$ cat src/rtl/reorder_buffer_pkg.sv
// reorder_buffer_pkg: shared ROB/reservation-station constants, types and tag helpers
package reorder_buffer_pkg;
    localparam int DEPTH = 16;
    localparam int TAG_W = 6;
    localparam int DATA_W = 32;
    localparam int REG_W = 5;
    localparam int PTR_W = $clog2(DEPTH);
    localparam int CNT_W = PTR_W + 1;
    localparam logic [TAG_W-1:0] INVALID_TAG = 6'b010000;

    typedef enum logic [2:0] {
        ADD_OP,
        SUB_OP,
        MUL_OP,
        DIV_OP,
        LW_OP,
        SW_OP,
        BNE_OP,
        LI_OP
    } op_e;

    typedef logic [TAG_W-1:0] tag_t;
    typedef logic [DATA_W-1:0] data_t;
    typedef logic [REG_W-1:0] reg_t;
    typedef logic [PTR_W-1:0] ptr_t;

    function automatic logic tag_in_range(input tag_t t);
        return t < TAG_W'(DEPTH);
    endfunction

    function automatic ptr_t tag_slot(input tag_t t);
        return t[PTR_W-1:0];
    endfunction
endpackage

$ cat src/rtl/reorder_buffer_if.sv
// reorder_buffer_if: issue, CDB, operand lookup and commit signals of the ROB
interface reorder_buffer_if;
    import reorder_buffer_pkg::*;

    logic  flush;
    logic  alloc_valid;
    reg_t  alloc_dest;
    logic  alloc_has_dest;
    logic  alloc_ready;
    tag_t  alloc_tag;
    logic  cdb1_valid;
    tag_t  cdb1_tag;
    data_t cdb1_data;
    logic  cdb2_valid;
    tag_t  cdb2_tag;
    data_t cdb2_data;
    tag_t  index;
    logic  ready;
    data_t value;
    logic  commit_valid;
    tag_t  commit_tag;
    reg_t  commit_reg;
    logic  commit_we;
    data_t commit_data;
    logic  empty;

    modport master (
        output flush, alloc_valid, alloc_dest, alloc_has_dest,
        output cdb1_valid, cdb1_tag, cdb1_data, cdb2_valid, cdb2_tag, cdb2_data, index,
        input  alloc_ready, alloc_tag, ready, value,
        input  commit_valid, commit_tag, commit_reg, commit_we, commit_data, empty
    );

    modport slave (
        input  flush, alloc_valid, alloc_dest, alloc_has_dest,
        input  cdb1_valid, cdb1_tag, cdb1_data, cdb2_valid, cdb2_tag, cdb2_data, index,
        output alloc_ready, alloc_tag, ready, value,
        output commit_valid, commit_tag, commit_reg, commit_we, commit_data, empty
    );
endinterface

$ cat src/rtl/reorder_buffer_lookup_mux.sv
// rob_lookup_mux: combinational operand read port with same-cycle CDB bypass
module rob_lookup_mux
    import reorder_buffer_pkg::*;
(
    input  tag_t             index,
    input  logic [DEPTH-1:0] busy,
    input  logic [DEPTH-1:0] done,
    input  data_t            data [DEPTH],
    input  logic             cdb1_valid,
    input  tag_t             cdb1_tag,
    input  data_t            cdb1_data,
    input  logic             cdb2_valid,
    input  tag_t             cdb2_tag,
    input  data_t            cdb2_data,
    output logic             ready,
    output data_t            value
);
    ptr_t slot;
    logic live;

    assign slot = tag_slot(index);
    assign live = tag_in_range(index) && busy[slot];

    // stored result wins; otherwise bypass a broadcast hitting a live entry, cdb1 first
    always_comb begin
        ready = 1'b0;
        value = '0;
        if (live && done[slot]) begin
            ready = 1'b1;
            value = data[slot];
        end else if (live && cdb1_valid && cdb1_tag == index) begin
            ready = 1'b1;
            value = cdb1_data;
        end else if (live && cdb2_valid && cdb2_tag == index) begin
            ready = 1'b1;
            value = cdb2_data;
        end
    end
endmodule

$ cat src/rtl/reorder_buffer.sv
// reorder_buffer: 16-entry circular ROB with dual CDB capture and in-order retirement
module reorder_buffer
    import reorder_buffer_pkg::*;
(
    input logic       clock,
    input logic       reset,
    reorder_buffer_if.slave rob
);
    logic [DEPTH-1:0] busy;
    logic [DEPTH-1:0] done;
    logic [DEPTH-1:0] has_dest;
    reg_t             dest [DEPTH];
    data_t            result [DEPTH];
    ptr_t             head;
    ptr_t             tail;
    logic [CNT_W-1:0] count;
    logic             full;
    logic             do_alloc;
    logic             do_commit;
    logic             hit1;
    logic             hit2;
    ptr_t             slot1;
    ptr_t             slot2;

    assign full = count == CNT_W'(DEPTH);
    assign rob.alloc_ready = !full;
    assign rob.alloc_tag = TAG_W'(tail);
    assign rob.empty = count == '0;
    assign do_alloc = rob.alloc_valid && !full;
    assign do_commit = busy[head] && done[head];
    assign slot1 = tag_slot(rob.cdb1_tag);
    assign slot2 = tag_slot(rob.cdb2_tag);
    assign hit1 = rob.cdb1_valid && tag_in_range(rob.cdb1_tag) && busy[slot1] && !done[slot1];
    assign hit2 = rob.cdb2_valid && tag_in_range(rob.cdb2_tag) && busy[slot2] && !done[slot2];

    // entry status, pointers and registered commit port; flush overrides every other action
    always_ff @(posedge clock or negedge reset) begin
        if (!reset) begin
            busy             <= '0;
            done             <= '0;
            head             <= '0;
            tail             <= '0;
            count            <= '0;
            rob.commit_valid <= 1'b0;
            rob.commit_we    <= 1'b0;
            rob.commit_tag   <= INVALID_TAG;
            rob.commit_reg   <= '0;
            rob.commit_data  <= '0;
        end else if (rob.flush) begin
            busy             <= '0;
            done             <= '0;
            head             <= '0;
            tail             <= '0;
            count            <= '0;
            rob.commit_valid <= 1'b0;
            rob.commit_we    <= 1'b0;
        end else begin
            if (hit2) done[slot2] <= 1'b1;
            if (hit1) done[slot1] <= 1'b1;
            rob.commit_valid <= do_commit;
            rob.commit_we    <= do_commit && has_dest[head];
            if (do_commit) begin
                busy[head]      <= 1'b0;
                done[head]      <= 1'b0;
                head            <= head + 1'b1;
                rob.commit_tag  <= TAG_W'(head);
                rob.commit_reg  <= dest[head];
                rob.commit_data <= result[head];
            end
            if (do_alloc) begin
                busy[tail] <= 1'b1;
                done[tail] <= 1'b0;
                tail       <= tail + 1'b1;
            end
            count <= count + CNT_W'(do_alloc) - CNT_W'(do_commit);
        end
    end

    // payload storage; busy/done gate every read so it needs no reset
    always_ff @(posedge clock) begin
        if (do_alloc) begin
            dest[tail]     <= rob.alloc_dest;
            has_dest[tail] <= rob.alloc_has_dest;
        end
        if (hit2) result[slot2] <= rob.cdb2_data;
        if (hit1) result[slot1] <= rob.cdb1_data;
    end

    rob_lookup_mux u_lookup (
        .index      (rob.index),
        .busy       (busy),
        .done       (done),
        .data       (result),
        .cdb1_valid (rob.cdb1_valid),
        .cdb1_tag   (rob.cdb1_tag),
        .cdb1_data  (rob.cdb1_data),
        .cdb2_valid (rob.cdb2_valid),
        .cdb2_tag   (rob.cdb2_tag),
        .cdb2_data  (rob.cdb2_data),
        .ready      (rob.ready),
        .value      (rob.value)
    );
endmodule

$ cat src/flat_wrapper.sv
// flat-port wrapper written by rule: the top's interface ports become plain ports
module reorder_buffer_flat import reorder_buffer_pkg::*;
  (clock, reset, rob_flush, rob_alloc_valid, rob_alloc_dest, rob_alloc_has_dest, rob_cdb1_valid, rob_cdb1_tag, rob_cdb1_data, rob_cdb2_valid, rob_cdb2_tag, rob_cdb2_data, rob_index, rob_alloc_ready, rob_alloc_tag, rob_ready, rob_value, rob_commit_valid, rob_commit_tag, rob_commit_reg, rob_commit_we, rob_commit_data, rob_empty);
  reorder_buffer_if rob_i ();
  input logic clock;
  input logic reset;
  input wire logic [$bits(rob_i.flush)-1:0] rob_flush;
  input wire logic [$bits(rob_i.alloc_valid)-1:0] rob_alloc_valid;
  input wire logic [$bits(rob_i.alloc_dest)-1:0] rob_alloc_dest;
  input wire logic [$bits(rob_i.alloc_has_dest)-1:0] rob_alloc_has_dest;
  input wire logic [$bits(rob_i.cdb1_valid)-1:0] rob_cdb1_valid;
  input wire logic [$bits(rob_i.cdb1_tag)-1:0] rob_cdb1_tag;
  input wire logic [$bits(rob_i.cdb1_data)-1:0] rob_cdb1_data;
  input wire logic [$bits(rob_i.cdb2_valid)-1:0] rob_cdb2_valid;
  input wire logic [$bits(rob_i.cdb2_tag)-1:0] rob_cdb2_tag;
  input wire logic [$bits(rob_i.cdb2_data)-1:0] rob_cdb2_data;
  input wire logic [$bits(rob_i.index)-1:0] rob_index;
  output wire logic [$bits(rob_i.alloc_ready)-1:0] rob_alloc_ready;
  output wire logic [$bits(rob_i.alloc_tag)-1:0] rob_alloc_tag;
  output wire logic [$bits(rob_i.ready)-1:0] rob_ready;
  output wire logic [$bits(rob_i.value)-1:0] rob_value;
  output wire logic [$bits(rob_i.commit_valid)-1:0] rob_commit_valid;
  output wire logic [$bits(rob_i.commit_tag)-1:0] rob_commit_tag;
  output wire logic [$bits(rob_i.commit_reg)-1:0] rob_commit_reg;
  output wire logic [$bits(rob_i.commit_we)-1:0] rob_commit_we;
  output wire logic [$bits(rob_i.commit_data)-1:0] rob_commit_data;
  output wire logic [$bits(rob_i.empty)-1:0] rob_empty;
  assign rob_i.flush = rob_flush;
  assign rob_i.alloc_valid = rob_alloc_valid;
  assign rob_i.alloc_dest = rob_alloc_dest;
  assign rob_i.alloc_has_dest = rob_alloc_has_dest;
  assign rob_i.cdb1_valid = rob_cdb1_valid;
  assign rob_i.cdb1_tag = rob_cdb1_tag;
  assign rob_i.cdb1_data = rob_cdb1_data;
  assign rob_i.cdb2_valid = rob_cdb2_valid;
  assign rob_i.cdb2_tag = rob_cdb2_tag;
  assign rob_i.cdb2_data = rob_cdb2_data;
  assign rob_i.index = rob_index;
  assign rob_alloc_ready = rob_i.alloc_ready;
  assign rob_alloc_tag = rob_i.alloc_tag;
  assign rob_ready = rob_i.ready;
  assign rob_value = rob_i.value;
  assign rob_commit_valid = rob_i.commit_valid;
  assign rob_commit_tag = rob_i.commit_tag;
  assign rob_commit_reg = rob_i.commit_reg;
  assign rob_commit_we = rob_i.commit_we;
  assign rob_commit_data = rob_i.commit_data;
  assign rob_empty = rob_i.empty;
  reorder_buffer u_core (.clock(clock), .reset(reset), .rob(rob_i));
endmodule
$ cat config.mk
export PLATFORM = sky130hd
export DESIGN_NAME = reorder_buffer_flat
export DESIGN_NICKNAME = d
export VERILOG_FILES = /design/src/rtl/reorder_buffer_pkg.sv /design/src/rtl/reorder_buffer_if.sv /design/src/rtl/reorder_buffer_lookup_mux.sv /design/src/rtl/reorder_buffer.sv /design/src/flat_wrapper.sv
export SDC_FILE = /design/constraint.sdc
export NUM_CORES = 2
export LEC_CHECK = 0
export CORE_UTILIZATION = 55
export CTS_BUF_LIST = sky130_fd_sc_hd__clkbuf_2 sky130_fd_sc_hd__clkbuf_4 sky130_fd_sc_hd__clkbuf_8
export DETAILED_ROUTE_END_ITERATION = 10
export GPL_TIMING_DRIVEN = 0
export PLACE_DENSITY = 0.73
export SETUP_SLACK_MARGIN = 0.4
export SLEW_MARGIN = 0
export SYNTH_ARGS = -nofsm -noshare
export SYNTH_HDL_FRONTEND = slang
export SYNTH_HIERARCHICAL = 1
export SYNTH_SLANG_ARGS = --single-unit
$ cat constraint.sdc
create_clock -name clock -period 4.2 [get_ports clock]
set_input_delay 0.84 -clock clock [delete_from_list [all_inputs] [get_ports clock]]
set_output_delay 0.84 -clock clock [all_outputs]
set_load 0.01 [all_outputs]
==> results by group <==
Timing
  – Final WS setup: ~0.021 ns
  – Min Tclk post-route: ~4.2 ns
  – Finish-stage setup viols: 0
  – Slew Limit Headroom: roughly 3.6%
  – Clock skew: between 0.03 and 0.04 ns
  – Max Freq: 239 MHz
  – Slew @ Worst Pin: ~1.4 ns
  – Final Cycle Share: approximately 100%
  – Pins Over Slew Limit: 0
  – RSZ-0062 raised after global routing: true
  – Fin. Hold Viols: 0
  – Fin Setup TNS: 0 ns

Worst setup path
  – Crit path largest cell delay: ~0.48 ns
  – Critical Path Slowest Stage Cell: mux4_2
  – Worst EP arrival: 3.34 ns
  – Most used cell, CP: buf_6
  – Crit path max-delay family: multiplexers
  – Crit Path Max Fanout: 5
  – Critical Path End Type: output port
  – Critical Path Start Type: register
  – Critical path required time: between 3 and 4 ns
  – CP Class: register to output port
  – CP Cell Sequence: mux4_2, mux2_4, o21ai_4, nor2_4, buf_6, buf_12, buf_16, buf_6, mux2_4, buf_6
  – Worst path buffer plus inverter count: 5

Cells and area
  – Fin nets: 4,286
  – Final Core Density: between 60% and 70%
  – Most frequent cells in the layout: dfxtp_1 (512), mux2_2 (423), mux4_2 (321)
  – Synth-to-layout area growth: 16.0%
  – Most flops, register: u_core/result
  – Total of fill cells in the finished design: approximately 6,200
  – Layout cells sized above 1: 33.6%
  – Largest register FFs: 512
  – Top Registers: u_core/result (512), u_core/dest (80), u_core/rob.commit_data (32)
  – Most common library cell in the layout ignoring fill and taps: dfxtp_1

Placement
  – Final GP Congestion: 1.06
  – Pre-CTS WS: -1.85 ns
  – Port Buffers: roughly 170
  – HPWL after detailed placement: ~140,000 um

Routing
  – TritonRoute pass-1 iters: 7
  – DRT iter0 DRCs: 6,745
  – Avg WL per Cell: 38.1 um
  – Drt drc: 0
  – Post-route antenna net violation count: 0
  – Detailed Route WL: just over 200,000 um
  – Vias per cell: 7.60
  – Vias post-DR: just over 40,000

Synth
  – Post-synth cell types: between 80 and 90
  – Ys async rst share: between 10 and 15%
  – Cell count after synthesis: ~3,800
  – Synth Area in Compound Gates: between 10% and 20%
  – Post-synth top area cell: dfxtp_1
  – Fraction of the yosys area taken by sequential cells: 35.6%
  – Post-Synth XOR/XNOR Area: less than 1%
  – Synth top area share: between 20% and 30%
  – Simple-gate share of the synthesized area: under 10%
  – Main combinational cell family by area after synthesis: multiplexers
  – Post-synthesis cell area: 43,100 sq um
  – Post-synthesis mux area share: around 36%
  – Ys flop type: dfxtp_1
  – Syn_area_per_cell: roughly 11 sq um
  – Synth area leaders: dfxtp_1 (24%), mux4_2 (17%), mux2_2 (11%)
  – Adder-cell share of the synthesized area: less than 1%
  – Synthesis Warnings: 6
  – Yosys reg bits: ~700
  – Number of synthesized flops with an enable pin: 96

Die
  – FP Rows: a little over 100
  – Initial Util: 55.7%
  – Die height: ~280 um
  – Core area: between 70,000 and 80,000 sq um
  – Die Span X: approximately 280 um
  – Die Footprint: roughly 80,000 sq um
  – I/O pin count: 180

Pwr
  – Total power: 16,200 uW
  – VDD IR max: between 0.3 and 0.4 mV
  – Leakage power: ~0.019 uW
  – Power Density: around 320 nW/um^2

Global route
  – Initial antenna violation count: 4
  – First-pass GRT wire length: about 280,000 um
  – Vias in the first global route: roughly 38,000
  – Largest net degree at the start of global routing: 65
  – Total global routing overflow: 0
  – GRT Overall Usage: about half

Clock network
  – Clock latency at the later pin of the worst-skew pair: between 0.8 and 0.9 ns
  – CTS Root Cell: clkbuf_8
  – CTS H-tree lvls: 3
  – TritonCTS clock tree: yes
  – Maximum clock insertion buffer count: 3
  – Hold buffers post-CTS: 0
  – CTS clk-pin slew, worst paths: 0.07 ns
  – Cts bufs inserted: between 100 and 150
  – Clock sink count: 697

Run
  – MaxCap Viol Count: 0

Run status
  – Outcome: completed

Worst hold path
  – Hold Crit Class: input port to async pin
-- worst paths after layout --
path                                           from  depth (start not counted)  slack [ns]                          to
setup / recovery                     u_core/done[4]                         10        0.02               rob_value[13]
hold / removal                                reset                          1        0.04    u_core/rob.commit_reg[0]
setup reg to reg                     u_core/head[1]                          6        0.35  u_core/rob.commit_data[21]
hold reg to reg            u_core/rob.commit_tag[4]                          1        0.49    u_core/rob.commit_tag[4]
max in group asynchronous                     reset                          2        3.35              u_core/busy[0]
min in group clock         u_core/rob.commit_tag[4]                          1        0.49    u_core/rob.commit_tag[4]
-- stage by stage --
step | std cells | hold WS, ns | cell area (sq um)
detailed placement | 5047 | 0.477 | 46300
CTS | 5306 | 0.0217 | 49900
global placement | 5042 | 0.471 | 46200
global route | 5321 | 0.0702 | 50000
floorplan | 3829 | 0.457 | 43100
finish | 5326 | 0.0430 | 50000
-- layout make-up --
cell class / instances / area [sq um] / area share (%)
multi-input combinational: 2610 / 25400 / 50.9
sequential: 697 / 15400 / 30.7
buffer: 490 / 2790 / 5.57
timing repair buffer: 227 / 2240 / 4.49
clock buffer: 173 / 2190 / 4.37
tap: 1040 / 1300 / 2.60
clock inverter: 51 / 554 / 1.11
inverter: 32 / 124 / 0.248
antenna: 6 / 15.0 / 0.0300
-- Yosys cell counts, types with 15 or more instances --
cell type,n
mux4_1,27
inv_1,31
a31oi_1,152
dfxtp_1,512
buf_2,114
edfxtp_1,96
nand4_1,16
a2bb2oi_1,116
nor2_1,99
a211oi_1,35
buf_1,28
and2_1,32
nor3b_1,15
nand3_1,175
a21oi_1,79
mux2_2,426
o21ai_0,264
mux2_4,103
buf_6,23
clkbuf_1,294
nor3_1,231
mux2i_1,44
nand2_1,110
mux2_1,63
buf_4,21
mux4_2,317
dfrtp_1,88
a32oi_1,116
-- repair_timing --
item / CTS / global route
pin swaps: 5 / 10
gates resized for setup: 301 / 85
gates cloned: 4 / 0
setup endpoints to repair: 314 / 156
endpoints found under the hold margin: 0 / 0
buffers inserted: 31 / 14
-- cell families (layout without fill, tap and decap cells) --
kind of cell / count (synthesis) / after routing
multiplexers: 980 / 980
AND/OR/NAND/NOR: 763 / 763
AO/OA/AOI/OAI: 830 / 830
other: 1 / 9
adder cells (fa/ha/maj): 15 / 15
buffers and inverters: 522 / 973
XOR/XNOR: 19 / 19
flip-flops: 697 / 697
-- layer usage --
metal,track usage [%],up-vias,wire (um)
met5,2.38,-,286
met4,32.4,10,16100
met3,22.1,926,34000
met2,68.2,3933,80500
met1,64.4,19900,72200
li1,-,15700,-
-- power breakdown --
group          internal (uW)  total (uW)  switching (uW)
combinational            730        1930            1200
sequential              6950        7100             148
clock                   3990        7120            3130
total                  11700       16200            4480
(Power assumes the default switching activity.)
